==> src/rtl/systolic_ctrl_pkg.sv <==
// Shared state encoding and default sizing for the systolic array controller.
package systolic_ctrl_pkg;

  typedef enum logic [2:0] {
    S_IDLE = 3'd0,
    S_LOAD = 3'd1,
    S_WAIT = 3'd2,
    S_ROLL = 3'd3,
    S_DONE = 3'd4
  } state_t;

  localparam int DEF_ARRAY_SIZE   = 32;
  localparam int DEF_ROWS_PER_SET = 64;
  localparam int DEF_MAX_SETS     = 4;
  localparam int DEF_ADDR_DEPTH   = 128;
  localparam int DEF_CYC_W        = 16;
  localparam int PERF_W           = 32;

endpackage

==> src/rtl/systolic_wb_counter.sv <==
// Result row/set counter: advances on each accepted write, wraps rows into sets
// and flags the final write of the run.
module systolic_wb_counter
  import systolic_ctrl_pkg::*;
#(
  parameter int ROWS_PER_SET = DEF_ROWS_PER_SET,
  parameter int MAX_SETS     = DEF_MAX_SETS,
  localparam int RW = $clog2(ROWS_PER_SET),
  localparam int SW = $clog2(MAX_SETS),
  localparam int NW = SW + 1
) (
  input  logic          clk,
  input  logic          rst,
  input  logic          clear_i,
  input  logic          wr_en_i,
  input  logic          wr_ready_i,
  input  logic [NW-1:0] num_sets_i,
  output logic [RW-1:0] matrix_index_o,
  output logic [SW-1:0] data_set_o,
  output logic          last_write_o
);

  logic [RW-1:0] idx_q, idx_d;
  logic [SW-1:0] set_q, set_d;
  logic          accept, last_row, last_set;

  assign accept       = wr_en_i && wr_ready_i;
  assign last_row     = (idx_q == RW'(ROWS_PER_SET - 1));
  assign last_set     = ({1'b0, set_q} == (num_sets_i - NW'(1)));
  assign last_write_o = accept && last_row && last_set;

  // NOTE: every combinational output gets a default first so no path leaves it unassigned (no latch).
  always_comb begin
    idx_d = idx_q;
    set_d = set_q;
    if (clear_i) begin
      idx_d = '0;
      set_d = '0;
    end else if (accept && !last_write_o) begin
      // The final write leaves row/set at their last values for the host to read.
      if (last_row) begin
        idx_d = '0;
        set_d = set_q + SW'(1);
      end else begin
        idx_d = idx_q + RW'(1);
      end
    end
  end

  // NOTE: state registers use non-blocking assignments so all flops update together at the edge.
  always_ff @(posedge clk or posedge rst) begin
    if (rst) begin
      idx_q <= '0;
      set_q <= '0;
    end else begin
      idx_q <= idx_d;
      set_q <= set_d;
    end
  end

  assign matrix_index_o = idx_q;
  assign data_set_o     = set_q;

endmodule

==> src/rtl/systolic_controller_gen.sv <==
// Systolic array run controller: load, warm-up, rolling compute and write-back
// with start/done handshake, wr_ready backpressure and abort.
// Optional perf counters are enabled with `define SYSCTRL_PERF_CNT_EN.
module systolic_controller_gen
  import systolic_ctrl_pkg::*;
#(
  parameter int ARRAY_SIZE   = DEF_ARRAY_SIZE,
  parameter int ROWS_PER_SET = DEF_ROWS_PER_SET,
  parameter int MAX_SETS     = DEF_MAX_SETS,
  parameter int ADDR_DEPTH   = DEF_ADDR_DEPTH,
  parameter int CYC_W        = DEF_CYC_W,
  localparam int AW = $clog2(ADDR_DEPTH),
  localparam int RW = $clog2(ROWS_PER_SET),
  localparam int SW = $clog2(MAX_SETS),
  localparam int NW = SW + 1
) (
  input  logic             clk,
  input  logic             rst,
  input  logic             start,
  input  logic [NW-1:0]    cfg_num_sets,
  input  logic             abort,
  input  logic             wr_ready,
  output logic             busy,
  output logic             alu_en,
  output logic             wr_en,
  output logic [AW-1:0]    addr_serial_num,
  output logic [CYC_W-1:0] cycle_num,
  output logic [RW-1:0]    matrix_index,
  output logic [SW-1:0]    data_set,
  output logic             done,
  output logic             aborted,
  output logic             cfg_err
`ifdef SYSCTRL_PERF_CNT_EN
  ,
  output logic [PERF_W-1:0] perf_stall_cycles,
  output logic [PERF_W-1:0] perf_busy_cycles
`endif
);

  state_t           state_q, state_d;
  logic [NW-1:0]    sets_q, sets_d;
  logic [AW-1:0]    addr_q, addr_d;
  logic [CYC_W-1:0] cyc_q, cyc_d;
  logic             busy_q, done_q, aborted_q, cfg_err_q;
  logic             cfg_ok, start_ok, abort_take, stall, last_write;

  assign cfg_ok     = (cfg_num_sets != '0) && (cfg_num_sets <= NW'(MAX_SETS));
  assign start_ok   = (state_q == S_IDLE) && start && cfg_ok;
  assign abort_take = abort && (state_q != S_IDLE);

  assign wr_en  = (state_q == S_ROLL) && (cyc_q >= CYC_W'(ARRAY_SIZE + 1));
  assign stall  = wr_en && !wr_ready;
  assign alu_en = (state_q == S_ROLL) && !stall;

  systolic_wb_counter #(
    .ROWS_PER_SET(ROWS_PER_SET),
    .MAX_SETS    (MAX_SETS)
  ) u_wb_counter (
    .clk           (clk),
    .rst           (rst),
    .clear_i       (start_ok || abort_take),
    .wr_en_i       (wr_en),
    .wr_ready_i    (wr_ready),
    .num_sets_i    (sets_q),
    .matrix_index_o(matrix_index),
    .data_set_o    (data_set),
    .last_write_o  (last_write)
  );

  always_comb begin
    state_d = state_q;
    sets_d  = sets_q;
    addr_d  = addr_q;
    cyc_d   = cyc_q;
    case (state_q)
      S_IDLE: if (start_ok) begin
        state_d = S_LOAD;
        sets_d  = cfg_num_sets;
        addr_d  = '0;
        cyc_d   = '0;
      end
      S_LOAD: begin
        addr_d  = AW'(1);
        state_d = S_WAIT;
      end
      S_WAIT: begin
        addr_d  = AW'(2);
        state_d = S_ROLL;
      end
      S_ROLL: begin
        if (!stall) begin
          if (cyc_q != '1) cyc_d = cyc_q + CYC_W'(1);
          if (addr_q != AW'(ADDR_DEPTH - 1)) addr_d = addr_q + AW'(1);
        end
        if (last_write) state_d = S_DONE;
      end
      S_DONE:  state_d = S_IDLE;
      default: state_d = S_IDLE;
    endcase
    // Abort outranks completion taken in the same cycle.
    if (abort_take) begin
      state_d = S_IDLE;
      sets_d  = '0;
      addr_d  = '0;
      cyc_d   = '0;
    end
  end

  always_ff @(posedge clk or posedge rst) begin
    if (rst) begin
      state_q   <= S_IDLE;
      sets_q    <= '0;
      addr_q    <= '0;
      cyc_q     <= '0;
      busy_q    <= 1'b0;
      done_q    <= 1'b0;
      aborted_q <= 1'b0;
      cfg_err_q <= 1'b0;
    end else begin
      state_q   <= state_d;
      sets_q    <= sets_d;
      addr_q    <= addr_d;
      cyc_q     <= cyc_d;
      busy_q    <= (state_d != S_IDLE);
      done_q    <= (state_d == S_DONE);
      aborted_q <= abort_take;
      cfg_err_q <= (state_q == S_IDLE) && start && !cfg_ok;
    end
  end

  assign busy            = busy_q;
  assign done            = done_q;
  assign aborted         = aborted_q;
  assign cfg_err         = cfg_err_q;
  assign addr_serial_num = addr_q;
  assign cycle_num       = cyc_q;

`ifdef SYSCTRL_PERF_CNT_EN
  logic [PERF_W-1:0] perf_stall_q, perf_busy_q;

  // The accepting cycle itself is counted as busy.
  always_ff @(posedge clk or posedge rst) begin
    if (rst) begin
      perf_stall_q <= '0;
      perf_busy_q  <= '0;
    end else if (start_ok) begin
      perf_stall_q <= '0;
      perf_busy_q  <= PERF_W'(1);
    end else begin
      if (stall && (perf_stall_q != '1)) perf_stall_q <= perf_stall_q + PERF_W'(1);
      if ((state_q != S_IDLE) && (perf_busy_q != '1)) perf_busy_q <= perf_busy_q + PERF_W'(1);
    end
  end

  assign perf_stall_cycles = perf_stall_q;
  assign perf_busy_cycles  = perf_busy_q;
`endif

endmodule

==> config.mk <==
export PLATFORM = sky130hd
export DESIGN_NAME = systolic_controller_gen
export DESIGN_NICKNAME = d
export VERILOG_FILES = /design/src/rtl/systolic_ctrl_pkg.sv /design/src/rtl/systolic_wb_counter.sv /design/src/rtl/systolic_controller_gen.sv
export SDC_FILE = /design/constraint.sdc
export NUM_CORES = 1
export LEC_CHECK = 0
export CAP_MARGIN = 30
export CORE_MARGIN = 2
export CORE_UTILIZATION = 58
export CTS_BUF_LIST = sky130_fd_sc_hd__clkbuf_2
export DETAILED_ROUTE_END_ITERATION = 16
export GPL_TIMING_DRIVEN = 1
export PLACE_DENSITY = 0.87
export SLEW_MARGIN = 20
export SYNTH_ARGS = -nofsm -noshare
export SYNTH_HDL_FRONTEND = slang
export SYNTH_SLANG_ARGS = --single-unit
==> constraint.sdc <==
create_clock -name clk -period 5.25 [get_ports clk]
set_clock_uncertainty 0.15 [all_clocks]
set_input_delay 0.7875 -clock clk [delete_from_list [all_inputs] [get_ports clk]]
set_output_delay 0.7875 -clock clk [all_outputs]
set_load 0.005 [all_outputs]
==> run_results.csv <==
group,metric,value,unit
layout,diodes,0,
critical_path,r2r-end,"cycle_num[9]",
floorplanning,io_pins,45,
layout,final_cell_area,2825,µm²
critical_path,cpPeakStageDelay,520,ps
yosys,synth_area_leader_cell,"dfrtp_1",
power,ir_worst_vdd,310.5,µV
yosys,synth.distinct_cells,45,
critical_path,worstPathRequired,4310,ps
layout,drive_gt1_share,5.119,%
place,gp_congestion,0.9098,
worst_hold_path,hold_depth,2,
global_route,grt_pass1_wl,9059,µm
yosys,synthFlopType,"dfrtp_1",
layout,multi_input_area,1215,µm²
critical_path,cpMaxStageDelayCell,"clkdlybuf4s50_1",
clock_network,cts.path.max_buffers,2,
floorplanning,fp.coreArea,3744,µm²
routing,vias,2148,
yosys,synthesis.nets,264,
layout,areaGrowthSynthToFinish,21.66,%
yosys,synth_area_leaders,"dfrtp_1 44%, or4_1 4.5%, a21oi_1 3.9%",
timing,max_freq,0.2764,GHz
critical_path,critPathArrivalTime,2680,ps
clock_network,cts_hold_buf,0,
timing,fin_crit_sh,68.92,%
floorplanning,rows,22,
status,status,"finished clean",
critical_path,worstRegToRegCells,7,
place,post_dp_cell_area,2783,µm²
yosys,synth_top_area_share,44.18,%
routing,drt-pass1-iter-count,4,
timing,rsz0062_at_grt,"no",
timing,finalHoldViolations,0,
worst_hold_path,hold_start,"sets_q[1]",
timing,fin_tns_setup,0,ps
timing,drv_slew,0,
critical_path,worst_r2r_startpoint,"cycle_num[0]",
worst_hold_path,hold_end,"sets_q[1]",
yosys,synth-edff-count,0,
yosys,synth_common_cells,"41 x dfrtp_1, 21 x nor2_1, 20 x nand2_1",
clock_network,cts_tree,"yes",
global_route,grt_pass1_vias,2013,
layout,fillers,312,
clock_network,cts_buffers,5,
yosys,synth_most_common_cell,"dfrtp_1",
layout,regArea,1026,µm²
clock_network,htreeDepth,2,
yosys,synth_area_per_cell,9.289,µm²
yosys,yosysWarnings,0,
clock_network,clk_latency,430,ps
floorplanning,die_h,67.28,µm
global_route,grt_remaining_overflow,0,
yosys,syn_inst,250,
floorplanning,start_util,62.03,%
clock_network,ctsRootBufferMaster,"clkbuf_2",
global_route,grt_max_degree,42,
routing,vias_per_cell,6.299,
routing,drtIter0Drc,219,
critical_path,crit_top_cell,"a21oi_1",
timing,relSlewSlack,52.20,%
layout,final_nets,306,
routing,drc,0,
clock_network,post_cts_buffers,0,
place,port_buffers,44,
job,drv_cap,0,
place,dpl.hpwl,3809,µm
power,powerDensity,250.4,nW/µm²
floorplanning,die_x,67.28,µm
routing,drt.antenna.violating_nets,0,
clock_network,clock-sinks,41,
timing,worst_pin_slew,709.6,ps
floorplanning,dieArea,4526,µm²
yosys,async_reset_ff_share,100.0,%
critical_path,crit_type,"reg2out",
clock_network,clk_pin_slew,200,ps
clock_network,cts_repair_resize_count,0,
timing,setup_viol,0,
critical_path,cp_max_fo,7,
critical_path,cp-start-kind,"flop",
global_route,antenna_found_initial,0,
power,p_total,707.4,µW
worst_hold_path,hold_class,"reg2reg",
critical_path,rrSetupSlack,2040,ps
yosys,ys_seq_area_share,44.18,%
critical_path,end_kind,"output port",
routing,drt-total-wl,5352,µm
routing,wl_per_cell,15.70,µm
layout,final_core_util,75.47,%
timing,fin_crit,3618,ps
yosys,netlist_area,2322,µm²
power,p_leak,1.173,nW
global_route,track_usage,26.42,%
timing,hold_ws,414.0,ps
critical_path,crit_path_cell_trace,"ha_1, or4b_4, o21ai_4, a21oi_1, a21oi_1, clkdlybuf4s50_1",
yosys,ys_ff_latch,41,
registers in the layout, summed over array words and instances (netlist names):
name,cells
aborted,1
addr_serial_num,7
busy,1
cfg_err,1
cycle_num,16
done,1
sets_q,3
state_q,3
u_wb_counter.data_set_o,2
u_wb_counter.matrix_index_o,6
critical path: cells and delay by family (launching register included):
| family | cells | cell delay [ps] |
|---|---|---|
| compound gates | 3 | 530 |
| fa+ha+maj | 1 | 230 |
| buf+inv | 1 | 520 |
| flops | 1 | 500 |
| simple gates | 1 | 500 |
power breakdown:
part,switching [mW],internal (mW),total (mW)
sequential,0.0262,0.341,0.367
clock,0.108,0.0310,0.139
combinational,0.122,0.0801,0.202
worst max-delay path by stage:
stage | startpoint | to | slack (ps) | depth (start not counted)
4_1_cts | cycle_num[0] | alu_en | 1610 | 6
2_1_floorplan | cycle_num[0] | cycle_num[5] | 2450 | 10
6_report | cycle_num[0] | alu_en | 1630 | 6
3_3_place_gp | abort | cycle_num[13] | 1680 | 7
3_5_place_dp | cfg_num_sets[0] | cycle_num[13] | 1590 | 7
5_1_grt | cycle_num[0] | alu_en | 1510 | 6
layout make-up:
type	count	area share, %
multi-input combinational	190	43.00
sequential	41	36.32
timing repair buffer	45	15.85
tap	48	2.126
inverter	9	1.196
clock buffer	5	0.8857
clock inverter	3	0.6200
routing by layer:
layer | vias up | global-route usage, % | share of wire (%)
li1 | 1024 | - | -
met1 | 1043 | 33.55 | 44
met2 | 74 | 44.31 | 49
met3 | 7 | 5.333 | 5.4
met4 | 0 | 10.46 | 1.3
met5 | - | 0 | 0
cells in the final DEF (no fill, tap or decap), types with 2 or more instances in the layout:
master	count
nor4_1	4
nor2b_1	2
nor3_1	3
mux2i_1	5
nand2_1	20
a21o_1	5
a22o_1	2
ha_1	6
or2_2	2
or3_1	5
a21oi_1	18
and2_1	2
o211ai_1	3
nand3_1	14
nor2_1	21
clkbuf_2	5
nand4_1	10
inv_1	9
o31ai_1	12
clkdlybuf4s50_1	44
xnor2_1	4
clkinv_2	2
a211oi_1	2
o21ai_0	8
and3_1	4
nor3b_1	3
or4_1	14
xor2_1	2
dfrtp_1	41
nand2b_1	4
metrics by stage:
stage	cells	worst slack, ps
floorplan	250	2448
global placement	333	1678
detailed placement	333	1594
CTS	341	1608
global route	341	1510
finish	341	1632
cell families after synthesis:
group | count (synthesis) | share of synthesized area (%)
simple gates | 113 | 26.94
fa+ha+maj | 6 | 3.233
mux | 5 | 2.155
buf+inv | 19 | 3.502
compound gates | 60 | 17.73
flops | 41 | 44.18
xor+xnor | 6 | 2.263
Power figures use the tool's default switching activity.
